`src/rtl/apb2axi_pkg.sv`:
```
`default_nettype none
// +----------------------------------------------------------------------+
// | Module      : apb2axi_pkg                                            |
// | Description : Shared types, widths and AXI encodings for the APB to  |
// |               AXI bridge transaction manager.                        |
// | Revision    : 1.0 - initial release                                  |
// +----------------------------------------------------------------------+
package apb2axi_pkg;

  localparam int TAG_NUM    = 8;
  localparam int TAG_W      = 3;
  localparam int AXI_ADDR_W = 32;
  localparam int AXI_DATA_W = 32;

  localparam logic [1:0] AXI_BURST_INCR  = 2'b01;
  localparam logic [1:0] AXI_RESP_OKAY   = 2'b00;
  localparam logic [1:0] AXI_RESP_EXOKAY = 2'b01;
  localparam logic [1:0] AXI_RESP_SLVERR = 2'b10;
  localparam logic [1:0] AXI_RESP_DECERR = 2'b11;

  // Descriptor handed over by the request directory
  typedef struct packed {
    logic [AXI_ADDR_W-1:0] addr;
    logic [7:0]            len;
    logic [2:0]            size;
    logic                  is_write;
  } directory_entry_t;

  // Issue FSM encoding
  typedef enum logic [1:0] {
    ST_IDLE    = 2'd0,
    ST_RD_ADDR = 2'd1,
    ST_WR_ADDR = 2'd2,
    ST_WR_DATA = 2'd3
  } issue_state_t;

  // Worst-of two AXI responses (encodings are ordered by severity)
  function automatic logic [1:0] resp_max(input logic [1:0] a, input logic [1:0] b);
    return (a > b) ? a : b;
  endfunction

  // Beat counter increment that sticks at 255
  function automatic logic [7:0] sat_inc(input logic [7:0] v);
    return (v == 8'hFF) ? v : v + 8'd1;
  endfunction

endpackage
`default_nettype wire

```
`src/rtl/apb2axi_txn_mgr_if.sv`:
```
`default_nettype none
// +----------------------------------------------------------------------+
// | Module      : apb2axi_txn_mgr_if                                     |
// | Description : AXI4 master bus (AW/W/B/AR/R) used by the transaction  |
// |               manager.                                               |
// | Revision    : 1.0 - initial release                                  |
// +----------------------------------------------------------------------+
interface apb2axi_txn_mgr_if;
  import apb2axi_pkg::*;

  logic [TAG_W-1:0]        awid;
  logic [AXI_ADDR_W-1:0]   awaddr;
  logic [7:0]              awlen;
  logic [2:0]              awsize;
  logic [1:0]              awburst;
  logic                    awvalid;
  logic                    awready;

  logic [AXI_DATA_W-1:0]   wdata;
  logic [AXI_DATA_W/8-1:0] wstrb;
  logic                    wlast;
  logic                    wvalid;
  logic                    wready;

  logic [TAG_W-1:0]        bid;
  logic [1:0]              bresp;
  logic                    bvalid;
  logic                    bready;

  logic [TAG_W-1:0]        arid;
  logic [AXI_ADDR_W-1:0]   araddr;
  logic [7:0]              arlen;
  logic [2:0]              arsize;
  logic [1:0]              arburst;
  logic                    arvalid;
  logic                    arready;

  logic [TAG_W-1:0]        rid;
  logic [AXI_DATA_W-1:0]   rdata;
  logic [1:0]              rresp;
  logic                    rlast;
  logic                    rvalid;
  logic                    rready;

  modport master (
    output awid, awaddr, awlen, awsize, awburst, awvalid, input awready,
    output wdata, wstrb, wlast, wvalid, input wready,
    input  bid, bresp, bvalid, output bready,
    output arid, araddr, arlen, arsize, arburst, arvalid, input arready,
    input  rid, rdata, rresp, rlast, rvalid, output rready
  );

  modport slave (
    input  awid, awaddr, awlen, awsize, awburst, awvalid, output awready,
    input  wdata, wstrb, wlast, wvalid, output wready,
    output bid, bresp, bvalid, input bready,
    input  arid, araddr, arlen, arsize, arburst, arvalid, output arready,
    output rid, rdata, rresp, rlast, rvalid, input rready
  );

endinterface
`default_nettype wire

```
`src/rtl/apb2axi_rsp_tracker.sv`:
```
`default_nettype none
// +----------------------------------------------------------------------+
// | Module      : apb2axi_rsp_tracker                                    |
// | Description : Per-tag busy/len/beat/resp tracking, B-vs-R            |
// |               arbitration and the single-entry completion register.  |
// | Revision    : 1.0 - initial release                                  |
// +----------------------------------------------------------------------+
module apb2axi_rsp_tracker
  import apb2axi_pkg::*;
#(
  parameter int TAG_NUM_P    = TAG_NUM,
  parameter int TAG_W_P      = TAG_W,
  parameter int AXI_DATA_W_P = AXI_DATA_W
) (
  input  logic                    clk,
  input  logic                    rst,
  input  logic                    pop_fire,
  input  logic [TAG_W_P-1:0]      pop_tag,
  input  logic [7:0]              pop_len,
  input  logic                    ar_fire,
  input  logic [TAG_W_P-1:0]      ar_tag,
  input  logic                    aw_fire,
  input  logic [TAG_W_P-1:0]      aw_tag,
  input  logic [TAG_W_P-1:0]      bid,
  input  logic [1:0]              bresp,
  input  logic                    bvalid,
  output logic                    bready,
  input  logic [TAG_W_P-1:0]      rid,
  input  logic [AXI_DATA_W_P-1:0] rdata,
  input  logic [1:0]              rresp,
  input  logic                    rlast,
  input  logic                    rvalid,
  output logic                    rready,
  output logic                    rd_valid,
  output logic [AXI_DATA_W_P-1:0] rd_data,
  output logic [TAG_W_P-1:0]      rd_tag,
  output logic                    rd_last,
  output logic                    cpl_valid,
  output logic [TAG_W_P-1:0]      cpl_tag,
  output logic                    cpl_is_write,
  output logic                    cpl_error,
  output logic [1:0]              cpl_resp,
  output logic [7:0]              cpl_num_beats,
  input  logic                    cpl_ready,
  output logic                    cpl_fire,
  output logic                    protocol_err
);

  logic [TAG_NUM_P-1:0] rd_busy;
  logic [TAG_NUM_P-1:0] wr_busy;
  logic [7:0]           len_q   [TAG_NUM_P];
  logic [7:0]           beats_q [TAG_NUM_P];
  logic [1:0]           resp_q  [TAG_NUM_P];

  logic       b_fire, r_fire, b_hit, r_hit;
  logic [7:0] r_beats_nxt;
  logic [1:0] r_resp_nxt;
  logic [8:0] r_len_plus1;

  // A final R beat waits while the completion slot is taken or a B is
  // competing for it; B always wins the slot.
  assign bready   = !cpl_valid;
  assign rready   = !(rlast && (cpl_valid || bvalid));
  assign b_fire   = bvalid && bready;
  assign r_fire   = rvalid && rready;
  assign b_hit    = wr_busy[bid];
  assign r_hit    = rd_busy[rid];
  assign cpl_fire = cpl_valid && cpl_ready;

  // Accepted beats for known IDs go straight to the read-data sink
  assign rd_valid = r_fire && r_hit;
  assign rd_data  = rd_valid ? rdata : '0;
  assign rd_tag   = rd_valid ? rid : '0;
  assign rd_last  = rd_valid && rlast;

  assign r_beats_nxt = sat_inc(beats_q[rid]);
  assign r_resp_nxt  = resp_max(resp_q[rid], rresp);
  assign r_len_plus1 = {1'b0, len_q[rid]} + 9'd1;

  // Per-tag state, completion register and sticky protocol error
  always_ff @(posedge clk) begin
    if (rst) begin
      rd_busy       <= '0;
      wr_busy       <= '0;
      for (int i = 0; i < TAG_NUM_P; i++) begin
        len_q[i]   <= '0;
        beats_q[i] <= '0;
        resp_q[i]  <= '0;
      end
      cpl_valid     <= 1'b0;
      cpl_tag       <= '0;
      cpl_is_write  <= 1'b0;
      cpl_error     <= 1'b0;
      cpl_resp      <= '0;
      cpl_num_beats <= '0;
      protocol_err  <= 1'b0;
    end else begin
      if (cpl_fire) cpl_valid <= 1'b0;

      if (b_fire) begin
        if (b_hit) begin
          cpl_valid     <= 1'b1;
          cpl_tag       <= bid;
          cpl_is_write  <= 1'b1;
          cpl_resp      <= bresp;
          cpl_error     <= (bresp >= AXI_RESP_SLVERR);
          cpl_num_beats <= len_q[bid] + 8'd1;
          wr_busy[bid]  <= 1'b0;
        end else begin
          protocol_err <= 1'b1;
        end
      end

      if (r_fire) begin
        if (r_hit) begin
          beats_q[rid] <= r_beats_nxt;
          resp_q[rid]  <= r_resp_nxt;
          if (rlast) begin
            cpl_valid     <= 1'b1;
            cpl_tag       <= rid;
            cpl_is_write  <= 1'b0;
            cpl_resp      <= r_resp_nxt;
            cpl_error     <= (r_resp_nxt >= AXI_RESP_SLVERR) ||
                             ({1'b0, r_beats_nxt} != r_len_plus1);
            cpl_num_beats <= r_beats_nxt;
            rd_busy[rid]  <= 1'b0;
          end
        end else begin
          protocol_err <= 1'b1;
        end
      end

      if (ar_fire) rd_busy[ar_tag] <= 1'b1;
      if (aw_fire) wr_busy[aw_tag] <= 1'b1;

      if (pop_fire) begin
        len_q[pop_tag]   <= pop_len;
        beats_q[pop_tag] <= '0;
        resp_q[pop_tag]  <= '0;
      end
    end
  end

endmodule
`default_nettype wire

```
`src/rtl/apb2axi_txn_mgr.sv`:
```
`default_nettype none
// +----------------------------------------------------------------------+
// | Module      : apb2axi_txn_mgr                                        |
// | Description : Pops directory descriptors, issues them as single AXI4 |
// |               bursts and returns one completion per tag.             |
// | Revision    : 1.0 - initial release                                  |
// +----------------------------------------------------------------------+
module apb2axi_txn_mgr
  import apb2axi_pkg::*;
#(
  parameter int TAG_NUM_P    = TAG_NUM,
  parameter int TAG_W_P      = TAG_W,
  parameter int MAX_OUTST_P  = 4,
  parameter int AXI_ADDR_W_P = AXI_ADDR_W,
  parameter int AXI_DATA_W_P = AXI_DATA_W
) (
  input  logic                      pclk,
  input  logic                      preset,
  input  logic                      dir_pop_valid,
  input  directory_entry_t          dir_pop_entry,
  input  logic [TAG_W_P-1:0]        dir_pop_tag,
  output logic                      dir_pop_ready,
  output logic                      dir_cpl_valid,
  output logic [TAG_W_P-1:0]        dir_cpl_tag,
  output logic                      dir_cpl_is_write,
  output logic                      dir_cpl_error,
  output logic [1:0]                dir_cpl_resp,
  output logic [7:0]                dir_cpl_num_beats,
  input  logic                      dir_cpl_ready,
  input  logic                      wd_valid,
  input  logic [AXI_DATA_W_P-1:0]   wd_data,
  input  logic [AXI_DATA_W_P/8-1:0] wd_strb,
  output logic                      wd_ready,
  output logic                      rd_valid,
  output logic [AXI_DATA_W_P-1:0]   rd_data,
  output logic [TAG_W_P-1:0]        rd_tag,
  output logic                      rd_last,
  apb2axi_txn_mgr_if.master         axi,
  output logic                      protocol_err
);

  localparam int                OUT_W = $clog2(MAX_OUTST_P + 1);
  localparam logic [OUT_W-1:0]  MAX_C = OUT_W'(MAX_OUTST_P);

  issue_state_t              state;
  logic [OUT_W-1:0]          outst_cnt;
  logic [7:0]                wbeat;
  logic [TAG_W_P-1:0]        ar_id, aw_id;
  logic [AXI_ADDR_W_P-1:0]   ar_addr, aw_addr;
  logic [7:0]                ar_len, aw_len;
  logic [2:0]                ar_size, aw_size;
  logic                      ar_valid, aw_valid;
  logic                      pop_fire, issue_rd, issue_wr, in_wdata, w_fire, cpl_fire;

  assign dir_pop_ready = (state == ST_IDLE) && (outst_cnt < MAX_C);
  assign pop_fire      = dir_pop_valid && dir_pop_ready;
  assign issue_rd      = ar_valid && axi.arready;
  assign issue_wr      = aw_valid && axi.awready;

  // Write data is only exposed once the AW handshake has happened
  assign in_wdata   = (state == ST_WR_DATA);
  assign axi.wvalid = in_wdata && wd_valid;
  assign wd_ready   = in_wdata && axi.wready;
  assign axi.wdata  = in_wdata ? wd_data : '0;
  assign axi.wstrb  = in_wdata ? wd_strb : '0;
  assign axi.wlast  = in_wdata && (wbeat == 8'd0);
  assign w_fire     = axi.wvalid && axi.wready;

  assign axi.arid    = ar_id;
  assign axi.araddr  = ar_addr;
  assign axi.arlen   = ar_len;
  assign axi.arsize  = ar_size;
  assign axi.arburst = AXI_BURST_INCR;
  assign axi.arvalid = ar_valid;
  assign axi.awid    = aw_id;
  assign axi.awaddr  = aw_addr;
  assign axi.awlen   = aw_len;
  assign axi.awsize  = aw_size;
  assign axi.awburst = AXI_BURST_INCR;
  assign axi.awvalid = aw_valid;

  // Issue FSM: pop a descriptor, present its address, stream write beats
  always_ff @(posedge pclk) begin
    if (preset) begin
      state    <= ST_IDLE;
      ar_id    <= '0;
      ar_addr  <= '0;
      ar_len   <= '0;
      ar_size  <= '0;
      ar_valid <= 1'b0;
      aw_id    <= '0;
      aw_addr  <= '0;
      aw_len   <= '0;
      aw_size  <= '0;
      aw_valid <= 1'b0;
      wbeat    <= '0;
    end else begin
      case (state)
        ST_IDLE: begin
          if (pop_fire) begin
            if (dir_pop_entry.is_write) begin
              aw_id    <= dir_pop_tag;
              aw_addr  <= dir_pop_entry.addr;
              aw_len   <= dir_pop_entry.len;
              aw_size  <= dir_pop_entry.size;
              aw_valid <= 1'b1;
              state    <= ST_WR_ADDR;
            end else begin
              ar_id    <= dir_pop_tag;
              ar_addr  <= dir_pop_entry.addr;
              ar_len   <= dir_pop_entry.len;
              ar_size  <= dir_pop_entry.size;
              ar_valid <= 1'b1;
              state    <= ST_RD_ADDR;
            end
          end
        end
        ST_RD_ADDR: begin
          if (issue_rd) begin
            ar_valid <= 1'b0;
            state    <= ST_IDLE;
          end
        end
        ST_WR_ADDR: begin
          if (issue_wr) begin
            aw_valid <= 1'b0;
            wbeat    <= aw_len;
            state    <= ST_WR_DATA;
          end
        end
        ST_WR_DATA: begin
          if (w_fire) begin
            if (wbeat == 8'd0) state <= ST_IDLE;
            else               wbeat <= wbeat - 8'd1;
          end
        end
        default: state <= ST_IDLE;
      endcase
    end
  end

  // Bursts in flight: up on address handshake, down on completion handshake
  always_ff @(posedge pclk) begin
    if (preset) begin
      outst_cnt <= '0;
    end else if ((issue_rd || issue_wr) && !cpl_fire) begin
      outst_cnt <= outst_cnt + OUT_W'(1);
    end else if (!(issue_rd || issue_wr) && cpl_fire) begin
      outst_cnt <= outst_cnt - OUT_W'(1);
    end
  end

  apb2axi_rsp_tracker #(
    .TAG_NUM_P    (TAG_NUM_P),
    .TAG_W_P      (TAG_W_P),
    .AXI_DATA_W_P (AXI_DATA_W_P)
  ) u_rsp_tracker (
    .clk           (pclk),
    .rst           (preset),
    .pop_fire      (pop_fire),
    .pop_tag       (dir_pop_tag),
    .pop_len       (dir_pop_entry.len),
    .ar_fire       (issue_rd),
    .ar_tag        (ar_id),
    .aw_fire       (issue_wr),
    .aw_tag        (aw_id),
    .bid           (axi.bid),
    .bresp         (axi.bresp),
    .bvalid        (axi.bvalid),
    .bready        (axi.bready),
    .rid           (axi.rid),
    .rdata         (axi.rdata),
    .rresp         (axi.rresp),
    .rlast         (axi.rlast),
    .rvalid        (axi.rvalid),
    .rready        (axi.rready),
    .rd_valid      (rd_valid),
    .rd_data       (rd_data),
    .rd_tag        (rd_tag),
    .rd_last       (rd_last),
    .cpl_valid     (dir_cpl_valid),
    .cpl_tag       (dir_cpl_tag),
    .cpl_is_write  (dir_cpl_is_write),
    .cpl_error     (dir_cpl_error),
    .cpl_resp      (dir_cpl_resp),
    .cpl_num_beats (dir_cpl_num_beats),
    .cpl_ready     (dir_cpl_ready),
    .cpl_fire      (cpl_fire),
    .protocol_err  (protocol_err)
  );

endmodule
`default_nettype wire

```
`src/flat_wrapper.sv`:
```
// flat-port wrapper written by rule: the top's interface ports become plain ports
module apb2axi_txn_mgr_flat import apb2axi_pkg::*;
#(
  parameter int TAG_NUM_P    = TAG_NUM,
  parameter int TAG_W_P      = TAG_W,
  parameter int MAX_OUTST_P  = 4,
  parameter int AXI_ADDR_W_P = AXI_ADDR_W,
  parameter int AXI_DATA_W_P = AXI_DATA_W
)
  (pclk, preset, dir_pop_valid, dir_pop_entry, dir_pop_tag, dir_pop_ready, dir_cpl_valid, dir_cpl_tag, dir_cpl_is_write, dir_cpl_error, dir_cpl_resp, dir_cpl_num_beats, dir_cpl_ready, wd_valid, wd_data, wd_strb, wd_ready, rd_valid, rd_data, rd_tag, rd_last, protocol_err, axi_awid, axi_awaddr, axi_awlen, axi_awsize, axi_awburst, axi_awvalid, axi_awready, axi_wdata, axi_wstrb, axi_wlast, axi_wvalid, axi_wready, axi_bid, axi_bresp, axi_bvalid, axi_bready, axi_arid, axi_araddr, axi_arlen, axi_arsize, axi_arburst, axi_arvalid, axi_arready, axi_rid, axi_rdata, axi_rresp, axi_rlast, axi_rvalid, axi_rready);
  apb2axi_txn_mgr_if axi_i ();
  input  logic pclk;
  input  logic preset;
  input  logic dir_pop_valid;
  input  directory_entry_t dir_pop_entry;
  input  logic [TAG_W_P-1:0] dir_pop_tag;
  output logic dir_pop_ready;
  output logic dir_cpl_valid;
  output logic [TAG_W_P-1:0] dir_cpl_tag;
  output logic dir_cpl_is_write;
  output logic dir_cpl_error;
  output logic [1:0] dir_cpl_resp;
  output logic [7:0] dir_cpl_num_beats;
  input  logic dir_cpl_ready;
  input  logic wd_valid;
  input  logic [AXI_DATA_W_P-1:0] wd_data;
  input  logic [AXI_DATA_W_P/8-1:0] wd_strb;
  output logic wd_ready;
  output logic rd_valid;
  output logic [AXI_DATA_W_P-1:0] rd_data;
  output logic [TAG_W_P-1:0] rd_tag;
  output logic rd_last;
  output logic protocol_err;
  output wire logic [$bits(axi_i.awid)-1:0] axi_awid;
  output wire logic [$bits(axi_i.awaddr)-1:0] axi_awaddr;
  output wire logic [$bits(axi_i.awlen)-1:0] axi_awlen;
  output wire logic [$bits(axi_i.awsize)-1:0] axi_awsize;
  output wire logic [$bits(axi_i.awburst)-1:0] axi_awburst;
  output wire logic [$bits(axi_i.awvalid)-1:0] axi_awvalid;
  input wire logic [$bits(axi_i.awready)-1:0] axi_awready;
  output wire logic [$bits(axi_i.wdata)-1:0] axi_wdata;
  output wire logic [$bits(axi_i.wstrb)-1:0] axi_wstrb;
  output wire logic [$bits(axi_i.wlast)-1:0] axi_wlast;
  output wire logic [$bits(axi_i.wvalid)-1:0] axi_wvalid;
  input wire logic [$bits(axi_i.wready)-1:0] axi_wready;
  input wire logic [$bits(axi_i.bid)-1:0] axi_bid;
  input wire logic [$bits(axi_i.bresp)-1:0] axi_bresp;
  input wire logic [$bits(axi_i.bvalid)-1:0] axi_bvalid;
  output wire logic [$bits(axi_i.bready)-1:0] axi_bready;
  output wire logic [$bits(axi_i.arid)-1:0] axi_arid;
  output wire logic [$bits(axi_i.araddr)-1:0] axi_araddr;
  output wire logic [$bits(axi_i.arlen)-1:0] axi_arlen;
  output wire logic [$bits(axi_i.arsize)-1:0] axi_arsize;
  output wire logic [$bits(axi_i.arburst)-1:0] axi_arburst;
  output wire logic [$bits(axi_i.arvalid)-1:0] axi_arvalid;
  input wire logic [$bits(axi_i.arready)-1:0] axi_arready;
  input wire logic [$bits(axi_i.rid)-1:0] axi_rid;
  input wire logic [$bits(axi_i.rdata)-1:0] axi_rdata;
  input wire logic [$bits(axi_i.rresp)-1:0] axi_rresp;
  input wire logic [$bits(axi_i.rlast)-1:0] axi_rlast;
  input wire logic [$bits(axi_i.rvalid)-1:0] axi_rvalid;
  output wire logic [$bits(axi_i.rready)-1:0] axi_rready;
  assign axi_awid = axi_i.awid;
  assign axi_awaddr = axi_i.awaddr;
  assign axi_awlen = axi_i.awlen;
  assign axi_awsize = axi_i.awsize;
  assign axi_awburst = axi_i.awburst;
  assign axi_awvalid = axi_i.awvalid;
  assign axi_i.awready = axi_awready;
  assign axi_wdata = axi_i.wdata;
  assign axi_wstrb = axi_i.wstrb;
  assign axi_wlast = axi_i.wlast;
  assign axi_wvalid = axi_i.wvalid;
  assign axi_i.wready = axi_wready;
  assign axi_i.bid = axi_bid;
  assign axi_i.bresp = axi_bresp;
  assign axi_i.bvalid = axi_bvalid;
  assign axi_bready = axi_i.bready;
  assign axi_arid = axi_i.arid;
  assign axi_araddr = axi_i.araddr;
  assign axi_arlen = axi_i.arlen;
  assign axi_arsize = axi_i.arsize;
  assign axi_arburst = axi_i.arburst;
  assign axi_arvalid = axi_i.arvalid;
  assign axi_i.arready = axi_arready;
  assign axi_i.rid = axi_rid;
  assign axi_i.rdata = axi_rdata;
  assign axi_i.rresp = axi_rresp;
  assign axi_i.rlast = axi_rlast;
  assign axi_i.rvalid = axi_rvalid;
  assign axi_rready = axi_i.rready;
  apb2axi_txn_mgr #(.TAG_NUM_P(TAG_NUM_P), .TAG_W_P(TAG_W_P), .MAX_OUTST_P(MAX_OUTST_P), .AXI_ADDR_W_P(AXI_ADDR_W_P), .AXI_DATA_W_P(AXI_DATA_W_P)) u_core (.pclk(pclk), .preset(preset), .dir_pop_valid(dir_pop_valid), .dir_pop_entry(dir_pop_entry), .dir_pop_tag(dir_pop_tag), .dir_pop_ready(dir_pop_ready), .dir_cpl_valid(dir_cpl_valid), .dir_cpl_tag(dir_cpl_tag), .dir_cpl_is_write(dir_cpl_is_write), .dir_cpl_error(dir_cpl_error), .dir_cpl_resp(dir_cpl_resp), .dir_cpl_num_beats(dir_cpl_num_beats), .dir_cpl_ready(dir_cpl_ready), .wd_valid(wd_valid), .wd_data(wd_data), .wd_strb(wd_strb), .wd_ready(wd_ready), .rd_valid(rd_valid), .rd_data(rd_data), .rd_tag(rd_tag), .rd_last(rd_last), .axi(axi_i), .protocol_err(protocol_err));
endmodule
```
`config.mk`:
```
export PLATFORM = sky130hd
export DESIGN_NAME = apb2axi_txn_mgr_flat
export DESIGN_NICKNAME = d
export VERILOG_FILES = /design/src/rtl/apb2axi_pkg.sv /design/src/rtl/apb2axi_txn_mgr_if.sv /design/src/rtl/apb2axi_rsp_tracker.sv /design/src/rtl/apb2axi_txn_mgr.sv /design/src/flat_wrapper.sv
export SDC_FILE = /design/constraint.sdc
export NUM_CORES = 1
export LEC_CHECK = 0
export BUFFER_PORTS_ARGS = -buffer_cell sky130_fd_sc_hd__buf_2
export CORE_MARGIN = 1
export CORE_UTILIZATION = 55
export CTS_CLUSTER_DIAMETER = 150
export DETAILED_ROUTE_END_ITERATION = 16
export GPL_TIMING_DRIVEN = 0
export PLACE_DENSITY = 0.79
export SLEW_MARGIN = 10
export SYNTH_ARGS = -nofsm -noshare
export SYNTH_HDL_FRONTEND = slang
export SYNTH_SLANG_ARGS = --single-unit
export TNS_END_PERCENT = 5
```
`constraint.sdc`:
```
create_clock -name pclk -period 7.1 [get_ports pclk]
set_clock_uncertainty 0.2 [all_clocks]
set_input_delay 0.355 -clock pclk [delete_from_list [all_inputs] [get_ports pclk]]
set_output_delay 0.355 -clock pclk [all_outputs]
set_load 0.05 [all_outputs]
```
Yosys cells after proc, flatten, opt, wreduce, memory -nomap -nowiden
Memory sizes are Yosys's and may differ from the RTL's.
Cells that the tools add are included.
- bitwise logic cells: 7
- muxes and demuxes: 107
- equal/unequal tests: 13
- reductions and logical operators: 44
- $lt $le $gt $ge: 12
- add/sub/neg operators: 6
- operator list (cell ; count):
    $mux 8 ; 21
    $mux 32 ; 2
    $mux 1 ; 46
    $mux 3 ; 13
    $mux 2 ; 14
    $reduce_or 8->1 ; 3
    $logic_and 1x1->1 ; 20
    $add 8x1->8 const B ; 2
    $and 8x8->8 ; 2
    $lt 3x4->1 const B ; 4
    $not 8->8 ; 2
    $or 8x8->8 ; 2
    $pmux 8 s2 ; 1
    $demux 1 s3 ; 4
    $ge 3x1->1 const B ; 4
    $reduce_and 4->1 ; 3
    $ne 2x2->1 const B ; 5
    $add 8x1->9 const B ; 1
    $ne 8x9->1 ; 1
    $eq 8x8->1 const B ; 1
    $logic_not 8->1 ; 1
    $pmux 2 s4 ; 1
    $reduce_bool 2->1 ; 4
    $sub 8x1->8 const B ; 1
    18 further kinds ; 31
- output and inout bits: 194
- flip-flop bits (word level): 140
- input bits: 136
- memory bits (writable): 144
- memories kept: 3
- memory list (name ; words ; width ; rd ports ; clocked after memory_dff ; wr ports ; RTL line ; source):
    u_core.u_rsp_tracker.beats_q ; 8 ; 8 ; 1 ; 0 ; 8 ; apb2axi_rsp_tracker.sv:52 ; logic [7:0] beats_q [TAG_NUM_P];
    u_core.u_rsp_tracker.len_q ; 8 ; 8 ; 2 ; 0 ; 8 ; apb2axi_rsp_tracker.sv:51 ; logic [7:0] len_q [TAG_NUM_P];
    u_core.u_rsp_tracker.resp_q ; 8 ; 2 ; 1 ; 0 ; 8 ; apb2axi_rsp_tracker.sv:53 ; logic [1:0] resp_q [TAG_NUM_P];

Longest topological paths before layout
Gate-level depths: netlist of run 1.
- word-level depth: 12
- mapped depth: 17
- depth with buffers taken out: 12

Modules after synthesis
A second synthesis of run 1 with hierarchy kept.
- cell total of the unflattened synthesis: 1546
- area, all modules: 14144.8 um^2
- modules (own cells, without submodules) (module ; cells an instance ; times used ; area an instance (um^2)):
    apb2axi_rsp_tracker ; 973 ; 1 ; 9729.3
    apb2axi_txn_mgr ; 573 ; 1 ; 4415.5

Least setup slack after synthesis of run 1
OpenSTA, ideal clock, no wires.
- path kind: flip-flop to flip-flop
- start: register u_core.u_rsp_tracker.cpl_valid
- end: memory u_core.u_rsp_tracker.beats_q[1][4]
- period minus slack after synthesis: 4.570 ns
- setup time: 0.071 ns
- arrival time: 4.299 ns
- buffers on the path: 0
- cell stages (with the launch flop): 8
- path slack: 2.530 ns
- cell sequence: dfxtp_1 > o21ai_0 > nand2_1 > nor3_1 > nand2_1 > nor2_2 > nand2_1 > a21oi_1
- RTL lines (item ; RTL line ; source):
    start, declared ; apb2axi_rsp_tracker.sv:38 ; output logic cpl_valid,
    start signal, assigned ; apb2axi_rsp_tracker.sv:90 ; cpl_valid <= 1'b0;
    start signal, assigned ; apb2axi_rsp_tracker.sv:98 ; if (cpl_fire) cpl_valid <= 1'b0;
    start signal, assigned ; apb2axi_rsp_tracker.sv:102 ; cpl_valid <= 1'b1;
    end, declared ; apb2axi_rsp_tracker.sv:52 ;

Worst setup path in the final report of run 1
- start: input port axi_rid[1]
- end: output port rd_data[24]
- word-level cells in the longest chain between the ends: 4
- RTL lines (item ; RTL line ; source):
    start, declared ; flat_wrapper.sv:57 ; input wire logic [$bits(axi_i.rid)-1:0] axi_rid;
    $bmux 1 s3 ; apb2axi_rsp_tracker.sv:67 ; assign r_hit = rd_busy[rid];
    $mux 1 (not written as such) ; apb2axi_rsp_tracker.sv:67 ;
    $logic_and 1x1->1 ; apb2axi_rsp_tracker.sv:71 ; assign rd_valid = r_fire && r_hit;
    $mux 32 ; apb2axi_rsp_tracker.sv:72 ; assign rd_data = rd_valid ? rdata : '0;
    end, declared ; flat_wrapper.sv:30 ; output logic [AXI_DATA_W_P-1:0] rd_data;
No other way between the ends. The select of a mux whose other input is x is not followed.

==> results.yml, run 1 <==
run_status:
  outcome: "complete, no violations"
setup_path:
  cp-start-kind: "primary input"
  crit_required_ps: 6550
  path_class: "primary input to output pin"
  crit_arrival_ps: 3560
  worst-r2r-cell-count: 12
  critPathCaptureType: "output pin"
  worst-path-max-fanout: 10
grt:
  use_met2: 0.636
  grt_pass1_wl_mm: 75.5
  grt_max_degree: 16
  gr-usage-all-layers: 0.374
  grt_pass1_vias: 13900
  use_met1: 0.448
  grt.busiest_layer: "met2"
  gr-usage-met3: 0.0696
  grt_overflow: 0
  antenna_found_initial: 6
timing:
  grt_setup_unrepaired: "no"
  slew_headroom: 0.128
  setup_viol: 0
  fin_crit_sh: 0.580
  finalHoldViolCount: 0
  tns_ps: 0
  post-route-min-period_ps: 4120
  hold_ws_ps: 58.1
  clock.fmax_ghz: 0.243
  tightest_slew_ps: 1300
  slew_violations: 0
synth:
  ys_types: 66
  synth_area_per_cell_um2: 8.77
  yosysSeqAreaShare: 0.454
  async_reset_ff_frac: 0
  netlist_area_um2: 13900
  synth-seq-cells: 284
  synth_edf_count: 64
  yosys_warnings: 0
  synthCells: 1587
  synth-main-ff-cell: "dfxtp_1"
routing:
  ant_nets: 0
  via_per_inst: 6.07
  dr.pass1.iters: 8
  drc_errors: 0
  drt-total-wl_mm: 50.0
  wl_per_cell_um: 21.3
  via_count: 14200
  drtIter0Drc: 1684
cts:
  cts_hold_buf: 52
  cts_buffers: 29
  cts_max_level: 1
  clk_pin_slew_worst_paths_ps: 60
  root_buffer: "clkbuf_16"
  cts_setup_buffers: 0
  cts_resized: 0
  cts_sinks: 284
  cts_max_path_buffers: 3
  cts_tree: "done"
  clk_latency_ps: 580
worst_hold_path:
  hold_class: "primary input to flop"
  hold_depth: 4
finish:
  nets: 2138
  layout-drive-gt1-share: 0.230
  fillers: 1891
  mostFrequentLayoutCells: "buf_2, nand2_1, dfxtp_1, a21oi_1, nor2_1"
  syn_to_final_growth_pct: 25.2
  final_common_cell: "buf_2"
  stdcell_count: 2345
floorplan:
  coreArea_um2: 24600
  die_h_um: 161
  die-area_um2: 26000
  rows: 57
  fp.dieW_um: 161
  ios: 330
  start_util: 0.566
placed_design:
  gp_congestion: 1.03
  dpl.hpwl_mm: 35.7
  dp_cells: 2232
  portBuffers: 319
pwr:
  cellLeakagePower_nw: 7.48
  power_density_nw_per_um2: 240
  ir_drop_v: 0.000188
flow_run:
  cap_violations: 0
## critical path, stage by stage
cell	delay (ps)
buf_2	230
buf_4	290
buf_4	270
buf_2	330
o22ai_1	120
nand2_1	90
o311ai_1	240
nor2_1	330
clkbuf_1	480
clkbuf_1	300
and2_1	230
buf_2	280
## cell type report
class	count	area, um^2	area share
Inverter	22	82.6	0.00474
Clock inverter	19	190	0.0109
Sequential cell	284	6330	0.363
Antenna cell	7	17.5	0.00100
Multi-Input combinational cell	1166	7010	0.402
Tap cell	324	405	0.0233
Clock buffer	35	758	0.0435
Buffer	117	524	0.0301
Timing Repair Buffer	371	2120	0.121
## flip-flops by register name (all words and copies together), names as in the netlist, 16 cells and up
name and flops:
u_core.axi.araddr 32, u_core.axi.awaddr 32, u_core.u_rsp_tracker.beats_q 64, u_core.u_rsp_tracker.len_q 64, u_core.u_rsp_tracker.resp_q 16
## final timing paths
kind                                            from                           endpoint  slack [ps]
setup reg to reg  u_core.u_rsp_tracker.beats_q[5][0]     u_core.u_rsp_tracker.cpl_error        3160
setup / recovery                          axi_rid[1]                        rd_data[24]        2980
hold / removal                            axi_bvalid  u_core.u_rsp_tracker.protocol_err          60
hold reg to reg                u_core.axi.araddr[17]              u_core.axi.araddr[17]         250
## per-stage QoR
stage | total power [W] | worst slack [ps] | util | cell area, um^2
floorplan | 0.00236 | 2530 | - | 13900
global placement | 0.00260 | 2950 | 0.648 | 15900
detailed placement | 0.00262 | 2930 | 0.648 | 15900
CTS | 0.00416 | 3120 | 0.708 | 17400
global route | 0.00430 | 2890 | 0.708 | 17400
finish | 0.00419 | 2980 | 0.708 | 17400
## power by group
group | internal (W) | switching (W)
Sequential | 0.00173 | 0.0000504
Clock | 0.000875 | 0.000682
Combinational | 0.000241 | 0.000615
## per-layer routing
layer,routed length [um],up-vias
li1,-,6341
met1,17900,6659
met2,23700,1038
met3,5510,201
met4,2810,0
met5,0,-
## cell families after synthesis
| kind of cell | count (synthesis) | synth area share |
|---|---|---|
| and+or+nand+nor | 723 | 0.245 |
| AOI/OAI and AO/OA | 312 | 0.127 |
| other | 2 | 0.000539 |
| buffers and inverters | 139 | 0.0436 |
| DFF | 284 | 0.454 |
| xor gates and xnor gates | 20 | 0.0126 |
| muxes | 96 | 0.106 |
| adders and majority gates | 11 | 0.0104 |
## synthesized netlist by cell type (6+ instances only)
cell type  count  share of area
a211oi_1      17         0.0092
a21oi_1      197          0.071
a221oi_1       8         0.0050
a22oi_1        7         0.0038
a31oi_1       14         0.0063
and2_1       100          0.045
and3_1        65          0.029
buf_1         10         0.0027
buf_2         11         0.0040
buf_4          9         0.0049
clkbuf_1      83          0.022
dfxtp_1      220           0.32
edfxtp_1      64           0.14
ha_1          10         0.0090
inv_1         19         0.0051
mux2_2        19          0.015
mux2i_1       39          0.028
mux4_1         6          0.011
mux4_2        32          0.052
nand2_1      303          0.082
nand2b_1      12         0.0054
nand3_1       80          0.029
nor2_1       107          0.029
nor2b_1       10         0.0045
nor3_1        13         0.0047
o21ai_0       39          0.014
o22ai_1        7         0.0031
xnor2_1       11         0.0069
xor2_1         9         0.0057
No activity file was read; power rests on OpenSTA's default activity.
==> inputs of run 2 (changes only) <==
--- a/config.mk
+++ b/config.mk
@@ -5,13 +5,14 @@
 export SDC_FILE = /design/constraint.sdc
 export NUM_CORES = 1
 export LEC_CHECK = 0
+export ABC_AREA = 1
 export BUFFER_PORTS_ARGS = -buffer_cell sky130_fd_sc_hd__buf_2
 export CORE_MARGIN = 1
-export CORE_UTILIZATION = 55
+export CORE_UTILIZATION = 54
 export CTS_CLUSTER_DIAMETER = 150
 export DETAILED_ROUTE_END_ITERATION = 16
 export GPL_TIMING_DRIVEN = 0
-export PLACE_DENSITY = 0.79
+export PLACE_DENSITY = 0.77
 export SLEW_MARGIN = 10
 export SYNTH_ARGS = -nofsm -noshare
 export SYNTH_HDL_FRONTEND = slang
==> constraint.sdc (replaced) <==
create_clock -name pclk -period 4.15 [get_ports pclk]
set_clock_uncertainty 0.2 [all_clocks]
set_input_delay 0.2075 -clock pclk [delete_from_list [all_inputs] [get_ports pclk]]
set_output_delay 0.2075 -clock pclk [all_outputs]
set_load 0.05 [all_outputs]
==> run 2 against run 1 <==
Net effect: sequential cell count is the same; worst hold slack lost 54 ps; die area grew 3.1%; first-iteration DRC count shrank 1.8%; setup slack lost 2200 ps; final cell count grew 18%; sequential power grew 78%; clock power grew 78%.
==> results.yml, run 2 <==
placed_design:
  dpl.hpwl_mm: 36.7
  dp_cells: 2666
  gp_congestion: 0.986
  portBuffers: 320
  pre_cts_slack_ps: 629
setup_path:
  crit_top_cell: "nor2_1"
  worst-path-max-fanout: 9
  slowest_stage: "nor3_1"
  max_stage_delay_ps: 540
  path_class: "flop to flop"
  crit_required_ps: 4150
  critPathCaptureType: "flop"
  crit_arrival_ps: 3350
  cp-start-kind: "flop"
  worstPathCellList: "nor3_1 -> nand2_1 -> nor2_1 -> inv_1 -> nor2_1 -> inv_1 -> nor2_1 -> clkinv_1 -> nand2_1"
synth:
  netlist_area_um2: 14100
  synth_edf_count: 64
  yosys_warnings: 0
  synth.top_cell.area_share: 0.312
  async_reset_ff_frac: 0
  synth-main-ff-cell: "dfxtp_1"
  synth-seq-cells: 284
  synth_area_per_cell_um2: 7.00
  yosysTopAreaCell: "dfxtp_1"
  synthTopCellsByCount: "nand2_1, nor2_1, dfxtp_1"
  yosysMostFrequentCell: "nand2_1"
  yosysSeqAreaShare: 0.449
  synthTopCellsByArea: "dfxtp_1, nand2_1, edfxtp_1"
  synthCells: 2014
  ys_types: 55
pwr:
  power_frac_clock: 0.349
  switching_share: 0.356
  p_seq_frac: 0.396
  p_int_w: 0.00513
  power_frac_comb: 0.255
  power_density_nw_per_um2: 451
  ir_drop_v: 0.000391
  cellLeakagePower_nw: 8.49
  totalPowerFinal_w: 0.00797
  p_switching_w: 0.00283
routing:
  drc_errors: 0
  ant_nets: 0
  via_per_inst: 5.58
  wl_per_cell_um: 18.2
  drt-total-wl_mm: 50.4
  dr.pass1.iters: 5
  via_count: 15500
  drtIter0Drc: 1654
finish:
  final_common_cell: "nand2_1"
  stdcell_count: 2773
  nets: 2565
  reg_top3: "u_core.u_rsp_tracker.beats_q: 64 flops, u_core.u_rsp_tracker.len_q: 64 flops"
  syn_to_final_growth_pct: 25.2
  layout-drive-gt1-share: 0.182
  mostFrequentLayoutCells: "nand2_1, buf_2, nor2_1, dfxtp_1, inv_1"
cts:
  root_buffer: "clkbuf_16"
  cts_sinks: 284
  clk_latency_ps: 570
  cts_buffers: 29
  cts_resized: 0
  clk_pin_slew_worst_paths_ps: 60
  cts_max_path_buffers: 3
  cts_max_level: 1
  cts_tree: "done"
grt:
  antenna_found_initial: 1
  grt_max_degree: 15
  use_met2: 0.630
  gr-usage-all-layers: 0.366
  grt_overflow: 0
  gr-usage-met3: 0.0691
  use_met1: 0.447
  grt_pass1_wl_mm: 76.0
  grt.busiest_layer: "met2"
  grt_pass1_vias: 14400
timing:
  setup_ws_ps: 797
  tightest_slew_ps: 956
  setup_viol: 0
  slew_violations: 0
  post-route-min-period_ps: 3350
  tns_ps: 0
  finalHoldViolCount: 0
  slew_headroom: 0.359
  grt_setup_unrepaired: "no"
  clock.fmax_ghz: 0.298
  fin_crit_sh: 0.808
floorplan:
  coreArea_um2: 25400
  start_util: 0.555
  fp.dieW_um: 164
  ios: 330
  die-area_um2: 26800
  rows: 58
  die_h_um: 164
flow_run:
  cap_violations: 0
run_status:
  outcome: "complete, no violations"
worst_hold_path:
  hold_class: "primary input to flop"
-- run 2: cell types whose count changed after synthesis, moves of 22 or more --
cell,previous run,this run
inv_1,19,187
mux2i_1,39,1
clkbuf_1,83,54
o21ai_0,39,98
nand2_1,303,554
clkinv_1,0,24
nand3_1,80,110
a22oi_1,7,29
and3_1,65,0
nor2_1,107,301
mux4_2,32,0
and2_1,100,0
-- run 2: timing repair --
action                                 CTS  global route
hold buffers                            51             0
setup buffers                            0             0
endpoints found under the hold margin  110             0
-- run 2: cell families (layout without fill, tap and decap cells) --
| group | after synthesis | count (layout) | share of synthesized area |
|---|---|---|---|
| buffers and inverters | 321 | 746 | 0.0949 |
| AND/OR/NAND/NOR | 1018 | 1018 | 0.292 |
| XOR/XNOR | 12 | 12 | 0.00745 |
| adder cells (fa/ha/maj) | 11 | 11 | 0.0103 |
| other | 2 | 6 | 0.000533 |
| AO/OA/AOI/OAI | 365 | 365 | 0.145 |
| multiplexers | 1 | 1 | 0.000710 |
| flip-flops | 284 | 284 | 0.449 |
-- run 2: critical path, delay by kind of cell (launching register included) --
family	cells	cell delay (ps)
buf+inv	3	560
flops	1	340
simple gates	6	1880
-- run 2: worst paths after layout --
path	startpoint	endpoint	slack (ps)	cells past startpoint
hold / removal	axi_rvalid	u_core.u_rsp_tracker.protocol_err	4	4
setup reg to reg	u_core.state[1]	u_core.u_rsp_tracker.len_q[1][6]	800	9
hold reg to reg	u_core.axi.awaddr[4]	u_core.axi.awaddr[4]	260	2
setup / recovery	u_core.state[1]	u_core.u_rsp_tracker.len_q[1][6]	800	9
-- run 2: routing by layer --
layer  vias to the layer above  part of all wire  wire length [um]
li1                       7277                 -                 -
met1                      7090              0.37             18900
met2                       976              0.47             23700
met3                       144              0.12              5810
met4                         0             0.040              2020
met5                         -                 0                 0
-- run 2: metrics by stage --
stage               cell area [um^2]   util  hold slack (ps)
floorplan                      14100      -              175
global placement               16100  0.635              245
detailed placement             16100  0.635              250
CTS                            17600  0.695             1.67
global route                   17600  0.695             18.4
finish                         17600  0.695             3.68
-- run 2: layout make-up --
type / count / area [um^2]
fillers: 2154 / 7750
multi-input cells: 1411 / 6440
flip-flops and latches: 284 / 6330
repair buffers: 371 / 2110
inverters: 219 / 825
clock buffers: 37 / 806
plain buffers: 102 / 514
well taps: 330 / 413
clock inverters: 17 / 205
diodes: 2 / 5.00
-- run 2: power groups by stage --
stage | registers [W] | logic [W] | clock network (W)
floorplan | 0.00365 | 0.000921 | 0
global placement | 0.00320 | 0.00191 | 0
detailed placement | 0.00321 | 0.00194 | 0
finish | 0.00316 | 0.00203 | 0.00278
CTS | 0.00315 | 0.00199 | 0.00276
global route | 0.00317 | 0.00215 | 0.00288
